`config.mk`:
```
export PLATFORM = sky130hd
export DESIGN_NAME = flip_flop_jk_driver
export DESIGN_NICKNAME = d
export VERILOG_FILES = /design/src/rtl/flip_flop_pkg.sv /design/src/rtl/jk_excite_enc.sv /design/src/rtl/flip_flop_jk_driver.sv
export SDC_FILE = /design/constraint.sdc
export NUM_CORES = 1
export LEC_CHECK = 0
export CAP_MARGIN = 20
export CORE_UTILIZATION = 45
export DETAILED_ROUTE_END_ITERATION = 10
export DONT_BUFFER_PORTS = 1
export PLACE_DENSITY_LB_ADDON = 0.1
export RECOVER_POWER = 25
export SYNTH_ARGS = -nofsm -noshare
export SYNTH_HDL_FRONTEND = slang
export SYNTH_SLANG_ARGS = --single-unit
```
`constraint.sdc`:
```
create_clock -name Clk -period 2.95 [get_ports Clk]
set_clock_uncertainty 0.15 [all_clocks]
set_input_delay 0.59 -clock Clk [delete_from_list [all_inputs] [get_ports Clk]]
set_output_delay 0.59 -clock Clk [all_outputs]
set_load 0.02 [all_outputs]
```
`src/rtl/flip_flop_pkg.sv`:
```
// Shared opcodes and FSM state encoding for the JK flop-bank driver.
// Latency: n/a (declarations only).
// Backpressure: n/a.
package flip_flop_pkg;

    localparam logic [1:0] OP_LOAD   = 2'd0;
    localparam logic [1:0] OP_CLEAR  = 2'd1;
    localparam logic [1:0] OP_SET    = 2'd2;
    localparam logic [1:0] OP_TOGGLE = 2'd3;

    typedef enum logic [2:0] {
        ST_IDLE   = 3'd0,
        ST_DRIVE  = 3'd1,
        ST_SETTLE = 3'd2,
        ST_CHECK  = 3'd3,
        ST_FIN    = 3'd4
    } state_t;

endpackage

```
`src/rtl/jk_excite_enc.sv`:
```
// Maps a bank-update opcode onto per-bit J/K/CE excitation for a JK flop bank.
// Latency: purely combinational, zero cycles.
// Backpressure: none; outputs follow inputs.
module jk_excite_enc
    import flip_flop_pkg::*;
#(
    parameter int WIDTH = 8
) (
    input  logic [WIDTH-1:0] q_snap,
    input  logic [WIDTH-1:0] exp_val,
    input  logic [1:0]       op,
    input  logic [WIDTH-1:0] data,
    output logic [WIDTH-1:0] j,
    output logic [WIDTH-1:0] k,
    output logic [WIDTH-1:0] ce
);

    // LOAD enables only the bits that differ from the snapshot; CLEAR/SET use
    // the broadcast R/S lines so J/K/CE stay quiet; TOGGLE uses J=K=1 per bit.
    always_comb begin
        j  = '0;
        k  = '0;
        ce = '0;
        case (op)
            OP_LOAD: begin
                j  = exp_val;
                k  = ~exp_val;
                ce = q_snap ^ exp_val;
            end
            OP_TOGGLE: begin
                j  = data;
                k  = data;
                ce = data;
            end
            default: begin
                j  = '0;
                k  = '0;
                ce = '0;
            end
        endcase
    end

endmodule

```
`src/rtl/flip_flop_jk_driver.sv`:
```
// Command front end that drives a JK flop bank, reads Q back and retries on mismatch.
// Latency: accept t0, DRIVE t1, CHECK t2, done/err t3 (+2 per retry, +SETTLE per attempt).
// Backpressure: cmd_ready only in IDLE; cmd_valid while busy is ignored.
module flip_flop_jk_driver
    import flip_flop_pkg::*;
#(
    parameter int WIDTH     = 8,
    parameter int MAX_RETRY = 2,
    parameter int SETTLE    = 0
) (
    input  logic             Clk,
    input  logic             R,
    input  logic             cmd_valid,
    output logic             cmd_ready,
    input  logic [1:0]       cmd_op,
    input  logic [WIDTH-1:0] cmd_data,
    output logic [WIDTH-1:0] J,
    output logic [WIDTH-1:0] K,
    output logic [WIDTH-1:0] CE,
    output logic             ff_s,
    output logic             ff_r,
    input  logic [WIDTH-1:0] Q,
    output logic             busy,
    output logic             done,
    output logic             err
);

    // Counter widths never drop to zero so MAX_RETRY=0 / SETTLE<=1 stay legal.
    localparam int RW = (MAX_RETRY > 0) ? $clog2(MAX_RETRY + 1) : 1;
    localparam int SW = (SETTLE > 1) ? $clog2(SETTLE) : 1;

    state_t           state, state_nxt;
    logic [1:0]       op_q;
    logic [WIDTH-1:0] data_q;
    logic [WIDTH-1:0] exp_q;
    logic [WIDTH-1:0] qsnap_q;
    logic [RW-1:0]    retry_q;
    logic [SW-1:0]    settle_q;
    logic             redrive_q;   // current DRIVE is a retry: always LOAD-style
    logic             pass_q;      // outcome of the last CHECK, shown in FIN

    logic             accept;
    logic             check_ok;
    logic             can_retry;
    logic [WIDTH-1:0] exp_nxt;
    logic [1:0]       enc_op;
    logic [WIDTH-1:0] enc_j, enc_k, enc_ce;

    assign cmd_ready = (state == ST_IDLE) && !R;
    assign accept    = cmd_valid && cmd_ready;
    assign check_ok  = (Q == exp_q);
    assign can_retry = (retry_q < RW'(MAX_RETRY));
    assign enc_op    = redrive_q ? OP_LOAD : op_q;

    // Target bank value for the incoming command; TOGGLE uses Q at the accept edge.
    always_comb begin
        exp_nxt = '0;
        case (cmd_op)
            OP_LOAD:   exp_nxt = cmd_data;
            OP_CLEAR:  exp_nxt = '0;
            OP_SET:    exp_nxt = '1;
            OP_TOGGLE: exp_nxt = Q ^ cmd_data;
            default:   exp_nxt = '0;
        endcase
    end

    jk_excite_enc #(.WIDTH(WIDTH)) u_enc (
        .q_snap  (qsnap_q),
        .exp_val (exp_q),
        .op      (enc_op),
        .data    (data_q),
        .j       (enc_j),
        .k       (enc_k),
        .ce      (enc_ce)
    );

    // Next-state logic for the command sequence.
    always_comb begin
        state_nxt = state;
        case (state)
            ST_IDLE:   if (accept) state_nxt = ST_DRIVE;
            ST_DRIVE:  state_nxt = (SETTLE == 0) ? ST_CHECK : ST_SETTLE;
            ST_SETTLE: if (int'(settle_q) >= SETTLE - 1) state_nxt = ST_CHECK;
            ST_CHECK: begin
                if (check_ok)       state_nxt = ST_FIN;
                else if (can_retry) state_nxt = ST_DRIVE;
                else                state_nxt = ST_FIN;
            end
            ST_FIN:    state_nxt = ST_IDLE;
            default:   state_nxt = ST_IDLE;
        endcase
    end

    // Bank drive and status outputs; excitation is only ever nonzero in DRIVE.
    always_comb begin
        J    = '0;
        K    = '0;
        CE   = '0;
        ff_s = 1'b0;
        ff_r = 1'b0;
        busy = (state == ST_DRIVE) || (state == ST_SETTLE) || (state == ST_CHECK);
        done = (state == ST_FIN) && pass_q;
        err  = (state == ST_FIN) && !pass_q;
        if (state == ST_DRIVE) begin
            J    = enc_j;
            K    = enc_k;
            CE   = enc_ce;
            ff_r = !redrive_q && (op_q == OP_CLEAR);
            ff_s = !redrive_q && (op_q == OP_SET);
        end
    end

    // State register plus command, snapshot, retry and settle bookkeeping.
    always_ff @(posedge Clk) begin
        if (R) begin
            state     <= ST_IDLE;
            op_q      <= OP_LOAD;
            data_q    <= '0;
            exp_q     <= '0;
            qsnap_q   <= '0;
            retry_q   <= '0;
            settle_q  <= '0;
            redrive_q <= 1'b0;
            pass_q    <= 1'b0;
        end else begin
            state <= state_nxt;
            if (accept) begin
                op_q      <= cmd_op;
                data_q    <= cmd_data;
                exp_q     <= exp_nxt;
                qsnap_q   <= Q;
                retry_q   <= '0;
                redrive_q <= 1'b0;
            end
            if (state == ST_CHECK) begin
                pass_q <= check_ok;
                if (!check_ok && can_retry) begin
                    retry_q   <= retry_q + 1'b1;
                    redrive_q <= 1'b1;
                    qsnap_q   <= Q;
                end
            end
            if (state == ST_DRIVE) begin
                settle_q <= '0;
            end else if (state == ST_SETTLE) begin
                settle_q <= settle_q + 1'b1;
            end
        end
    end

endmodule

```
==> summary.txt <==
Outcome
  • Status: finished, final reports clean

Logic synthesis
  • Synth cell count leaders: nand2_1 (65), a21oi_1 (49), dfxtp_1 (33)
  • Yosys reg bits: 33
  • Yosys cell types: 36
  • Area leader, netlist: dfxtp_1
  • Post-synthesis async set-or-reset flop share: 0%
  • Sequential area share after synthesis: 30.7%
  • Syn Nets: 316
  • Post-synth top flop: dfxtp_1
  • Synth top area cells: dfxtp_1 (31%), a21oi_1 (11%), nand2_1 (11%)
  • Warnings from Yosys: 0
  • Post-synth EDFFs: 0
  • Top-count cell post-synth: nand2_1
  • Mapped cell area: 0.00215 mm²
  • Synth top area share: 30.7%
  • Syn avg cell area: 7.34 µm²
  • Mapped Cells: 293

Clocking
  • Worst-skew pair later-pin latency: 280 ps
  • Num CTS Buffers: 5
  • CTS tree: built
  • Clock transition at path regs: 70 ps
  • CTS Hold Bufs: 0
  • CTS Root Cell: clkbuf_8
  • TritonCTS Sinks: 33
  • Post-CTS sizing: 0
  • Clock Path Buffers: 2
  • Setup Fix Bufs, Post-CTS: 0
  • CTS H-tree depth: 2

Placement
  • RD Place Congestion: ~0.77
  • Port Buf Inserts: 0
  • Dpl hpwl: between 3000 and 4000 µm

Global route
  • Number of global-route vias before repair: between 1500 and 2000
  • First-pass GRT wire length: 8870 µm
  • Total global-route track usage: 22.5%
  • Total gr overflow: 0
  • Pin count of the biggest net entering global routing: 36
  • Antenna violations before repair: 0

Critical path
  • Cell family with most CP delay: simple AND/OR/NAND/NOR gates
  • Worst-path cell chain: nand2b_1 > ha_1 > or2_2 > a21oi_1
  • Crit path buf inv count: 0
  • Critical path class: register to primary output
  • R2R setup slack: 580 ps
  • WP data arrival: about 2000 ps
  • CP Max Fanout: 24
  • CP Launch Type: register
  • Max incr delay on CP: between 400 and 500 ps
  • Slowest cell on the critical path: or2_2
  • Worst EP required: between 2000 and 2500 ps
  • CP Capture Type: primary output

Floorplan
  • Initial Util: around 48%
  • Die width: between 70 and 80 µm
  • Core ar.: 0.00447 mm²
  • Row count: 24
  • Die height: 71.1 µm
  • Ports: 51
  • Die area: between 0.005 and 0.006 mm²

Layout
  • Final #Nets: between 300 and 400
  • Final core utilization: 49.6%
  • Area grow syn2layout: 3.20%
  • Antenna Cells: 0
  • Share of layout cells above drive strength 1: 4.93%

Drt
  • Total Routed Length: 5450 µm
  • Vias: 1982
  • Drt first pass iters: 6
  • Initial DRC count: 150
  • DR DRC count: 0
  • Final ANT Viol Nets: 0
  • Average wire per standard cell: 16.2 µm
  • Via-per-instance ratio: 5.90

STA
  • Max_slew headroom: 56.6%
  • Final max-slew violation count: 0
  • RSZ-0062 raised after global routing: false
  • Worst-Margin Slew: between 600 and 700 ps
  • Minimum clock period: 2720 ps
  • Final period util: 92.0%
  • FMAX: 368 MHz
  • Final-report hold violation count: 0
  • Setup Viol. Count Final: 0
  • Final setup TNS: 0 ps

Pwr
  • Max VDD drop: 0.212 mV
  • Leakage power: 0.828 nW
  • Power density over the cells: 480 mW/mm²

Run
  • Max Cap Viol: 0

Hold path
  • Min-Delay Path Class: input port to register
==> placed cells by master, fill, tap and decap left out, types with 2 or more instances in the layout <==
master	Yosys	final
a32oi_1	8	8
inv_1	8	8
clkbuf_8	0	6
ha_1	2	2
dfxtp_1	33	33
or3_1	2	2
nand2b_1	11	11
xnor2_1	13	13
xor2_1	8	8
nand4_1	10	10
a221o_1	4	4
o21ai_0	6	6
nor3_1	4	4
and4_1	2	2
o2111ai_1	8	8
nand2_1	65	66
nand3_1	8	8
a211o_1	4	4
a21oi_1	49	49
buf_4	0	4
clkbuf_1	11	4
nor2_1	5	5
nor2b_1	8	8
==> power by group <==
part           total (mW)  internal (mW)  switching, mW  leakage, nW
Sequential          0.499          0.471         0.0282        0.269
Clock               0.347          0.185          0.162       0.0443
Combinational       0.218         0.0751          0.143        0.514
Total                1.06          0.731          0.333        0.828
==> registers in the layout, indices dropped and copies added (netlist names) <==
name and cells:
qsnap_q 8, pass_q 1, state 3, op_q 2
retry_q 2, exp_q 8, redrive_q 1, data_q 8
==> logic make-up (layout without fill, tap and decap cells) <==
family                     after synthesis  count (layout)  synth area share [%]
buffers and inverters                   32              23                  7.22
muxes                                    1               1                 0.524
AOI/OAI and AO/OA                       81              81                  23.5
and+or+nand+nor                        123             123                  28.3
xor gates and xnor gates                21              21                  8.56
DFF                                     33              33                  30.7
adders and majority gates                2               2                  1.16
==> layer usage <==
layer | vias to the layer above | GRT usage, % | wire (µm)
met4 | 0 | 6.22 | 57
li1 | 1016 | - | -
met5 | - | 0 | 0
met3 | 6 | 4.99 | 304
met2 | 55 | 31.7 | 2320
met1 | 905 | 34.0 | 2770
==> per-stage QoR <==
step	std cells	power [mW]	setup WS [ps]	area, µm²	hold slack (ps)
CTS	336	1.07	228	2230	213
detailed placement	329	0.729	535	2150	290
global placement	329	0.727	587	2150	287
floorplan	293	0.709	503	2150	287
global route	336	1.12	89.4	2220	212
finish	336	1.06	235	2220	224
==> area by class of cell <==
type                       instances  area [µm²]
tap                               52        65.1
inverter                           9        33.8
fill                             469        2260
clock buffer                       7        86.3
timing repair buffer               7        41.3
multi-input combinational        228        1330
sequential                        33         661
==> worst reg2reg max path: stages, from the launching register on <==
cell	delay, ps
dfxtp_1	390
nor4_4	520
nand2_1	430
clkbuf_1	390
a211o_1	320
a21oi_1	130
==> final timing paths <==
check        startpoint   endpoint  depth (start not counted)
max           redrive_q      CE[1]                          4
min                   R   exp_q[5]                          1
max reg2reg    state[2]   exp_q[5]                          5
min reg2reg   data_q[4]  data_q[4]                          2
Power figures use the tool's default switching activity.
